### config.mk
export PLATFORM = sky130hd
export DESIGN_NAME = icg_enable_sequencer
export DESIGN_NICKNAME = d
export VERILOG_FILES = /design/src/rtl/icg_enable_sequencer.sv
export SDC_FILE = /design/constraint.sdc
export NUM_CORES = 1
export LEC_CHECK = 0
export ABC_AREA = 1
export BUFFER_PORTS_ARGS = -buffer_cell sky130_fd_sc_hd__buf_2
export CORE_AREA = 2 2 83 85
export DETAILED_ROUTE_END_ITERATION = 10
export DIE_AREA = 0 0 85 87
export GPL_TIMING_DRIVEN = 0
export SLEW_MARGIN = 20
export SYNTH_ARGS = -nofsm -noshare
export SYNTH_HDL_FRONTEND = slang
export SYNTH_SLANG_ARGS = --single-unit
### constraint.sdc
create_clock -name clk_i -period 2 [get_ports clk_i]
set_input_delay 0.2 -clock clk_i [delete_from_list [all_inputs] [get_ports clk_i]]
set_output_delay 0.2 -clock clk_i [all_outputs]
set_load 0.05 [all_outputs]
### src/rtl/icg_enable_sequencer.sv
// Clock-gate enable sequencer: per-domain REQ/ACK handshake, one round-robin
// wake-up at a time, and a hold-off window before each gate closes.
module icg_enable_sequencer #(
    parameter int N_DOM       = 4,
    parameter int WAKE_CYCLES = 2,
    parameter int HOLD_CYCLES = 8,
    parameter int CNT_W       = 4
) (
    input  logic             clk_i,
    input  logic             rst_ni,
    input  logic [N_DOM-1:0] req_i,
    input  logic             force_on_i,
    input  logic             scan_en_i,
    output logic [N_DOM-1:0] e_o,
    output logic             te_o,
    output logic [N_DOM-1:0] ack_o,
    output logic             busy_o
);

    localparam int PTR_W = (N_DOM > 1) ? $clog2(N_DOM) : 1;
    localparam logic [CNT_W-1:0] WAKE_LOAD = CNT_W'(WAKE_CYCLES - 1);
    localparam logic [CNT_W-1:0] HOLD_LOAD = CNT_W'(HOLD_CYCLES - 1);
    localparam logic [PTR_W-1:0] LAST_DOM  = PTR_W'(N_DOM - 1);

    typedef enum logic [1:0] {
        S_OFF    = 2'd0,
        S_WAKING = 2'd1,
        S_ON     = 2'd2,
        S_HOLD   = 2'd3
    } dom_state_e;

    dom_state_e       state_q [N_DOM];
    dom_state_e       state_d [N_DOM];
    logic [CNT_W-1:0] cnt_q   [N_DOM];
    logic [CNT_W-1:0] cnt_d   [N_DOM];
    logic [PTR_W-1:0] ptr_q, ptr_d;
    logic [N_DOM-1:0] en_q, en_d;
    logic [N_DOM-1:0] ack_q, ack_d;
    logic             busy_q, busy_d;

    logic [N_DOM-1:0] cand_s;
    logic             grant_s;
    logic [PTR_W-1:0] grant_idx_s;

    // Wake candidates: idle domains that are asking for their clock.
    always_comb begin
        cand_s = {N_DOM{1'b0}};
        for (int i = 0; i < N_DOM; i++) begin
            cand_s[i] = (state_q[i] == S_OFF) & req_i[i];
        end
    end

    // Round-robin pick, blocked while any domain is still waking.
    always_comb begin
        int idx;
        idx         = 0;
        grant_s     = 1'b0;
        grant_idx_s = {PTR_W{1'b0}};
        if (!busy_q) begin
            for (int k = 0; k < N_DOM; k++) begin
                idx = (int'(ptr_q) + k) % N_DOM;
                if (!grant_s && cand_s[idx]) begin
                    grant_s     = 1'b1;
                    grant_idx_s = PTR_W'(idx);
                end else begin
                    grant_s = grant_s;
                end
            end
        end else begin
            grant_s = 1'b0;
        end
    end

    // Pointer moves past the winner only when a grant happens.
    always_comb begin
        ptr_d = ptr_q;
        if (grant_s) begin
            if (grant_idx_s == LAST_DOM) begin
                ptr_d = {PTR_W{1'b0}};
            end else begin
                ptr_d = grant_idx_s + PTR_W'(1);
            end
        end else begin
            ptr_d = ptr_q;
        end
    end

    // Per-domain next state plus the registered output images derived from it.
    always_comb begin
        busy_d = 1'b0;
        en_d   = {N_DOM{1'b0}};
        ack_d  = {N_DOM{1'b0}};
        for (int i = 0; i < N_DOM; i++) begin
            state_d[i] = state_q[i];
            cnt_d[i]   = cnt_q[i];
            case (state_q[i])
                S_OFF: begin
                    if (grant_s && (grant_idx_s == PTR_W'(i))) begin
                        state_d[i] = S_WAKING;
                        cnt_d[i]   = WAKE_LOAD;
                    end else begin
                        state_d[i] = S_OFF;
                    end
                end
                S_WAKING: begin
                    // A wake-up always runs to completion; REQ only picks the exit.
                    if (cnt_q[i] == {CNT_W{1'b0}}) begin
                        if (req_i[i]) begin
                            state_d[i] = S_ON;
                        end else begin
                            state_d[i] = S_HOLD;
                            cnt_d[i]   = HOLD_LOAD;
                        end
                    end else begin
                        cnt_d[i] = cnt_q[i] - CNT_W'(1);
                    end
                end
                S_ON: begin
                    if (!req_i[i]) begin
                        state_d[i] = S_HOLD;
                        cnt_d[i]   = HOLD_LOAD;
                    end else begin
                        state_d[i] = S_ON;
                    end
                end
                S_HOLD: begin
                    if (req_i[i]) begin
                        state_d[i] = S_ON;
                    end else if (cnt_q[i] == {CNT_W{1'b0}}) begin
                        state_d[i] = S_OFF;
                    end else begin
                        cnt_d[i] = cnt_q[i] - CNT_W'(1);
                    end
                end
                default: begin
                    state_d[i] = S_OFF;
                    cnt_d[i]   = {CNT_W{1'b0}};
                end
            endcase
            en_d[i]  = (state_d[i] != S_OFF);
            ack_d[i] = (state_d[i] == S_ON);
            busy_d   = busy_d | (state_d[i] == S_WAKING);
        end
    end

    // State, counters, pointer and registered outputs.
    always_ff @(posedge clk_i or negedge rst_ni) begin
        if (!rst_ni) begin
            for (int i = 0; i < N_DOM; i++) begin
                state_q[i] <= S_OFF;
                cnt_q[i]   <= {CNT_W{1'b0}};
            end
            ptr_q  <= {PTR_W{1'b0}};
            en_q   <= {N_DOM{1'b0}};
            ack_q  <= {N_DOM{1'b0}};
            busy_q <= 1'b0;
        end else begin
            for (int i = 0; i < N_DOM; i++) begin
                state_q[i] <= state_d[i];
                cnt_q[i]   <= cnt_d[i];
            end
            ptr_q  <= ptr_d;
            en_q   <= en_d;
            ack_q  <= ack_d;
            busy_q <= busy_d;
        end
    end

    // FORCE_ON only ORs into the pins, so releasing it never cuts a running clock.
    assign e_o    = en_q | {N_DOM{force_on_i}};
    assign te_o   = scan_en_i;
    assign ack_o  = ack_q;
    assign busy_o = busy_q;

endmodule
==> impl_metrics.prom <==
# TYPE chip_impl_metric gauge
chip_impl_info{name="timing.critical_path.slowest_stage_cell",value="sky130_fd_sc_hd__dfrtp_1"} 1
chip_impl_metric{name="synth_nets",unit=""} 351
chip_impl_metric{name="worst_slew_pin_slew",unit="ns"} 0.7782
chip_impl_metric{name="timing.final.crit_share",unit="%"} 113.0
chip_impl_metric{name="worstPathMaxFanout",unit=""} 7
chip_impl_info{name="critical_path.endpoint_type",value="flop"} 1
chip_impl_metric{name="switchingPower",unit="mW"} 2.931
chip_impl_metric{name="p_clk_share",unit="%"} 11.6
chip_impl_metric{name="fin_crit",unit="ns"} 2.260
chip_impl_metric{name="via_per_inst",unit=""} 5.009
chip_impl_metric{name="regArea",unit="um2"} 879.6
chip_impl_metric{name="nets",unit=""} 383
chip_impl_metric{name="internal-power",unit="mW"} 2.852
chip_impl_metric{name="critical-path-max-stage-delay",unit="ns"} 0.40
chip_impl_metric{name="grt_max_degree",unit=""} 36
chip_impl_metric{name="hpwl_after_dpl",unit="um"} 3760
chip_impl_metric{name="area_delta_synth_final",unit="%"} 20.44
chip_impl_metric{name="antenna_cells",unit=""} 0
chip_impl_metric{name="cp_num_buf_inv",unit=""} 4
chip_impl_metric{name="die_area",unit="mm2"} 0.007395
chip_impl_metric{name="seqPwrFrac",unit="%"} 23.3
chip_impl_metric{name="routed_length_on_met2",unit="um"} 2482
chip_impl_metric{name="grt_pass1_vias",unit=""} 2147
chip_impl_metric{name="track_usage",unit="%"} 15.20
chip_impl_metric{name="power_frac_comb",unit="%"} 65.2
chip_impl_metric{name="clock_latency",unit="ns"} 0.29
chip_impl_metric{name="synth_compound_gate_area_share",unit="%"} 16.30
chip_impl_metric{name="wl_met1",unit="um"} 2523
chip_impl_metric{name="post_synth_mux_area_share",unit="%"} 0
chip_impl_metric{name="detail_route.wirelength",unit="um"} 5260
chip_impl_metric{name="synth-edff-count",unit=""} 0
chip_impl_info{name="clock_tree.root_cell",value="sky130_fd_sc_hd__clkbuf_8"} 1
chip_impl_metric{name="cts_max_path_buffers",unit=""} 2
chip_impl_metric{name="design.core.area",unit="mm2"} 0.006569
chip_impl_info{name="main_combinational_cell_family_by_area_after_synthesis",value="simple AND/OR/NAND/NOR gates"} 1
chip_impl_metric{name="yosys.area_share.xor_xnor",unit="%"} 2.443
chip_impl_metric{name="overflow",unit=""} 0
chip_impl_metric{name="worst_ir_drop_vdd",unit="uV"} 767.8
chip_impl_info{name="cts_tree",value="done"} 1
chip_impl_metric{name="syn_inst",unit=""} 332
chip_impl_info{name="result_of_the_run",value="finished with violations"} 1
chip_impl_metric{name="worst_ep_arrival_time",unit="ns"} 2.45
chip_impl_metric{name="worst_clock_skew",unit="ns"} 0.01012
chip_impl_metric{name="synth-warning-count",unit=""} 0
chip_impl_metric{name="cts.sinks",unit=""} 35
chip_impl_info{name="worst_setup_path_start_kind",value="flop"} 1
chip_impl_metric{name="report.power.total",unit="mW"} 5.783
chip_impl_metric{name="die_y",unit="um"} 87
chip_impl_metric{name="detail_route.first_pass.iterations",unit=""} 5
chip_impl_metric{name="final_hold_viol_count",unit=""} 23
chip_impl_metric{name="placementRows",unit=""} 30
chip_impl_info{name="setup.worst_path.class",value="reg2reg"} 1
chip_impl_metric{name="setup-violations-final",unit=""} 29
chip_impl_metric{name="part_of_the_yosys_area_used_for_sequential_elements",unit="%"} 34.90
chip_impl_metric{name="final.setup.tns",unit="ns"} -4.848
chip_impl_metric{name="synth_simple_gate_area_share",unit="%"} 31.51
chip_impl_info{name="dr.max_layer_used",value="met4"} 1
chip_impl_metric{name="io_pins",unit=""} 18
chip_impl_metric{name="num_vias",unit=""} 2229
chip_impl_info{name="critical-path-top-cell-by-count",value="sky130_fd_sc_hd__nand2_1"} 1
chip_impl_metric{name="numPortBuffers",unit=""} 16
chip_impl_info{name="crit_path_cell_trace",value="buf_6 > inv_8 > nand2_1 > nand2_2 > nand3_4 > a21oi_4 > nand4_4 > nor2_2 > nor2_1 > nand2_2 > inv_2 > ha_2 > nand4_1 > nand2_2 > nand2_1 > nand2_1 > inv_1 > nand2_1"} 1
chip_impl_metric{name="initial_utilization",unit="%"} 38.21
chip_impl_metric{name="grt_pass1_wl",unit="um"} 9239
chip_impl_metric{name="route.met3.wl",unit="um"} 182
chip_impl_metric{name="h-tree-depth",unit=""} 2
chip_impl_metric{name="syn-cell-area",unit="mm2"} 0.002510
chip_impl_metric{name="ys_async_sr_fraction",unit="%"} 100.0
chip_impl_info{name="hold_class",value="in2async"} 1
chip_impl_info{name="unrepaired_setup_endpoints_after_global_routing",value="true"} 1
chip_impl_metric{name="drt_iter0_drc",unit=""} 91
chip_impl_metric{name="static-leakage-power",unit="nW"} 1.431
chip_impl_metric{name="post-route-drc-count",unit=""} 0
chip_impl_metric{name="max_cap_viol_count",unit=""} 0
chip_impl_metric{name="fin_hold_ws",unit="ns"} -0.01644
chip_impl_metric{name="multi_input_comb_area",unit="mm2"} 0.001538
chip_impl_metric{name="netlist-cell-type-count",unit=""} 37
chip_impl_metric{name="cp_data_required_time",unit="ns"} 2.19
chip_impl_info{name="violations",value="hold timing, setup timing"} 1
chip_impl_metric{name="power.density_cell_area",unit="mW/mm2"} 1913
chip_impl_metric{name="instances_no_fill",unit=""} 445
chip_impl_metric{name="ant_nets",unit=""} 0
chip_impl_metric{name="timing.final.ws_setup",unit="ns"} -0.2601
chip_impl_metric{name="cts_inserted_buffers",unit=""} 5
chip_impl_metric{name="synthAdderAreaFrac",unit="%"} 5.484
chip_impl_metric{name="syn-mean-instance-area",unit="um2"} 7.560
chip_impl_info{name="critical_path.top_delay_family",value="simple AND/OR/NAND/NOR gates"} 1
chip_impl_metric{name="timing.max_slew.rel_slack",unit="%"} 48.12
chip_impl_metric{name="clock.fmax",unit="MHz"} 442.5
chip_impl_metric{name="power_switching_share",unit="%"} 50.68
chip_impl_metric{name="initial_antenna_violation_count",unit=""} 0
chip_impl_metric{name="ys_ff_latch",unit=""} 35
chip_impl_metric{name="n_fill_cell",unit=""} 647
chip_impl_metric{name="placed_instance_count",unit=""} 428
chip_impl_metric{name="post_route_cells_drive_above_1_share",unit="%"} 26.85
chip_impl_metric{name="timing_max_transition_violations_final",unit=""} 0
chip_impl_metric{name="worst_setup_hold_path_clk_slew",unit="ns"} 0.08
chip_impl_metric{name="per_cell_routed_wire_length",unit="um"} 11.82
chip_impl_info{name="synth_flop_cell",value="sky130_fd_sc_hd__dfrtp_1"} 1
chip_impl_metric{name="routability_driven_placement_congestion_ratio",unit=""} 0.8537
chip_impl_metric{name="dieWidth",unit="um"} 85
## stage by stage
stage | utilization (%) | cell area, um2 | setup WS (ns)
6_report | 46.02 | 3023 | -0.2601
2_1_floorplan | - | 2520 | -0.07027
5_1_grt | 46.02 | 3023 | -0.4430
3_5_place_dp | 41.10 | 2700 | -0.3132
3_3_place_gp | 41.10 | 2700 | -0.3190
4_1_cts | 45.58 | 2994 | -0.2230
## Yosys cell counts, types with 2 or more instances
cell	count	area share, %
sky130_fd_sc_hd__nor2_1	28	4.2
sky130_fd_sc_hd__buf_6	3	1.3
sky130_fd_sc_hd__inv_1	48	7.2
sky130_fd_sc_hd__nor2_4	4	1.8
sky130_fd_sc_hd__a21oi_1	11	2.2
sky130_fd_sc_hd__inv_2	2	0.30
sky130_fd_sc_hd__o21ai_0	20	4.0
sky130_fd_sc_hd__o21ai_1	13	2.6
sky130_fd_sc_hd__o221a_2	2	0.90
sky130_fd_sc_hd__xor2_1	5	1.7
sky130_fd_sc_hd__a211oi_1	2	0.60
sky130_fd_sc_hd__a21oi_2	2	0.70
sky130_fd_sc_hd__ha_1	11	5.5
sky130_fd_sc_hd__nand3_1	34	6.8
sky130_fd_sc_hd__nor3_1	4	0.80
sky130_fd_sc_hd__dfrtp_1	35	35
sky130_fd_sc_hd__o32a_1	2	0.80
sky130_fd_sc_hd__nand4_1	2	0.50
sky130_fd_sc_hd__nand3_2	4	1.6
sky130_fd_sc_hd__nand2_1	64	9.6
sky130_fd_sc_hd__nand4_2	2	1.0
sky130_fd_sc_hd__o21ai_4	2	1.3
sky130_fd_sc_hd__or2_2	4	1.0
sky130_fd_sc_hd__o21bai_1	2	0.60
sky130_fd_sc_hd__o211ai_1	4	1.2
sky130_fd_sc_hd__nand2_2	10	2.5
sky130_fd_sc_hd__xnor2_1	2	0.70
## path summary, 6_finish.rpt
kind | startpoint | to | slack (ns) | depth (start not counted)
worst max-delay path | ptr_q[0]$_DFFE_PN0P_ | busy_o$_DFF_PN0_ | -0.26 | 18
worst min-delay path | rst_ni | cnt_q[15]$_DFFE_PN0P_ | -0.02 | 1
worst max register to register | ptr_q[0]$_DFFE_PN0P_ | busy_o$_DFF_PN0_ | -0.26 | 18
worst min register to register | cnt_q[4]$_DFFE_PN0P_ | cnt_q[4]$_DFFE_PN0P_ | 0.49 | 2
max in group asynchronous | rst_ni | state_q[7]$_DFF_PN0_ | 1.48 | 1
min in group clk_i | req_i[3] | state_q[1]$_DFF_PN0_ | 0.30 | 3
## cells by family after synthesis
family / count (synthesis)
AOI/OAI and AO/OA: 64
xor gates and xnor gates: 7
adders and majority gates: 11
buffers and inverters: 55
DFF: 35
and+or+nand+nor: 160
## sequential cells by signal, summed over array words and instances (netlist names)
name / count
busy_o: 1
en_q: 4
ptr_q: 2
ack_o: 4
cnt_q: 16
state_q: 8
## power by group through the flow
stage / clock (mW) / combinational [mW] / sequential (mW)
2_1_floorplan: 0 / 2.58 / 1.46
3_3_place_gp: 0 / 3.30 / 1.33
3_5_place_dp: 0 / 3.32 / 1.34
4_1_cts: 0.691 / 3.69 / 1.34
5_1_grt: 0.724 / 4.25 / 1.40
6_report: 0.670 / 3.77 / 1.35
## area by class of cell
class,instances,area share [%]
clock buffers,6,2.732
repair buffers,25,4.801
multi-input cells,242,50.87
inverters,51,6.664
flip-flops and latches,35,29.10
clock inverters,2,1.159
well taps,80,3.311
plain buffers,4,1.366
## cells in the final DEF (no fill, tap or decap), types with 3 or more instances in the layout
cell type | synthesis | layout
sky130_fd_sc_hd__nand2_2 | 10 | 11
sky130_fd_sc_hd__nor2_4 | 4 | 4
sky130_fd_sc_hd__nand2_4 | 1 | 5
sky130_fd_sc_hd__nor2_2 | 1 | 3
sky130_fd_sc_hd__nand3_2 | 4 | 9
sky130_fd_sc_hd__nor3_1 | 4 | 4
sky130_fd_sc_hd__nor2_1 | 28 | 26
sky130_fd_sc_hd__a21oi_1 | 11 | 11
sky130_fd_sc_hd__o211ai_1 | 4 | 4
sky130_fd_sc_hd__inv_2 | 2 | 3
sky130_fd_sc_hd__buf_4 | 1 | 9
sky130_fd_sc_hd__nand2_1 | 64 | 59
sky130_fd_sc_hd__dfrtp_2 | 0 | 3
sky130_fd_sc_hd__o21ai_1 | 13 | 13
sky130_fd_sc_hd__xor2_1 | 5 | 5
sky130_fd_sc_hd__nand3_1 | 34 | 26
sky130_fd_sc_hd__dfrtp_1 | 35 | 32
sky130_fd_sc_hd__clkbuf_8 | 0 | 6
sky130_fd_sc_hd__or2_2 | 4 | 4
sky130_fd_sc_hd__ha_1 | 11 | 8
sky130_fd_sc_hd__nand3_4 | 0 | 3
sky130_fd_sc_hd__inv_1 | 48 | 46
sky130_fd_sc_hd__buf_6 | 3 | 3
sky130_fd_sc_hd__buf_2 | 0 | 17
sky130_fd_sc_hd__o21ai_0 | 20 | 20
## repair_timing
action                                  in CTS  in global routing
hold buffers                                 0                  0
setup buffers                                8                  0
pin swaps                                   17                  2
gates resized for setup                     26                  7
endpoints found under the setup margin      30                 30
gates cloned                                 1                  0
## routing by layer
| metal | global-route usage, % | up-vias |
|---|---|---|
| met4 | 3.463 | 0 |
| met3 | 3.412 | 7 |
| met2 | 26.21 | 37 |
| met5 | 0 | - |
| li1 | - | 1161 |
| met1 | 19.49 | 1024 |
(Power assumes the default switching activity.)
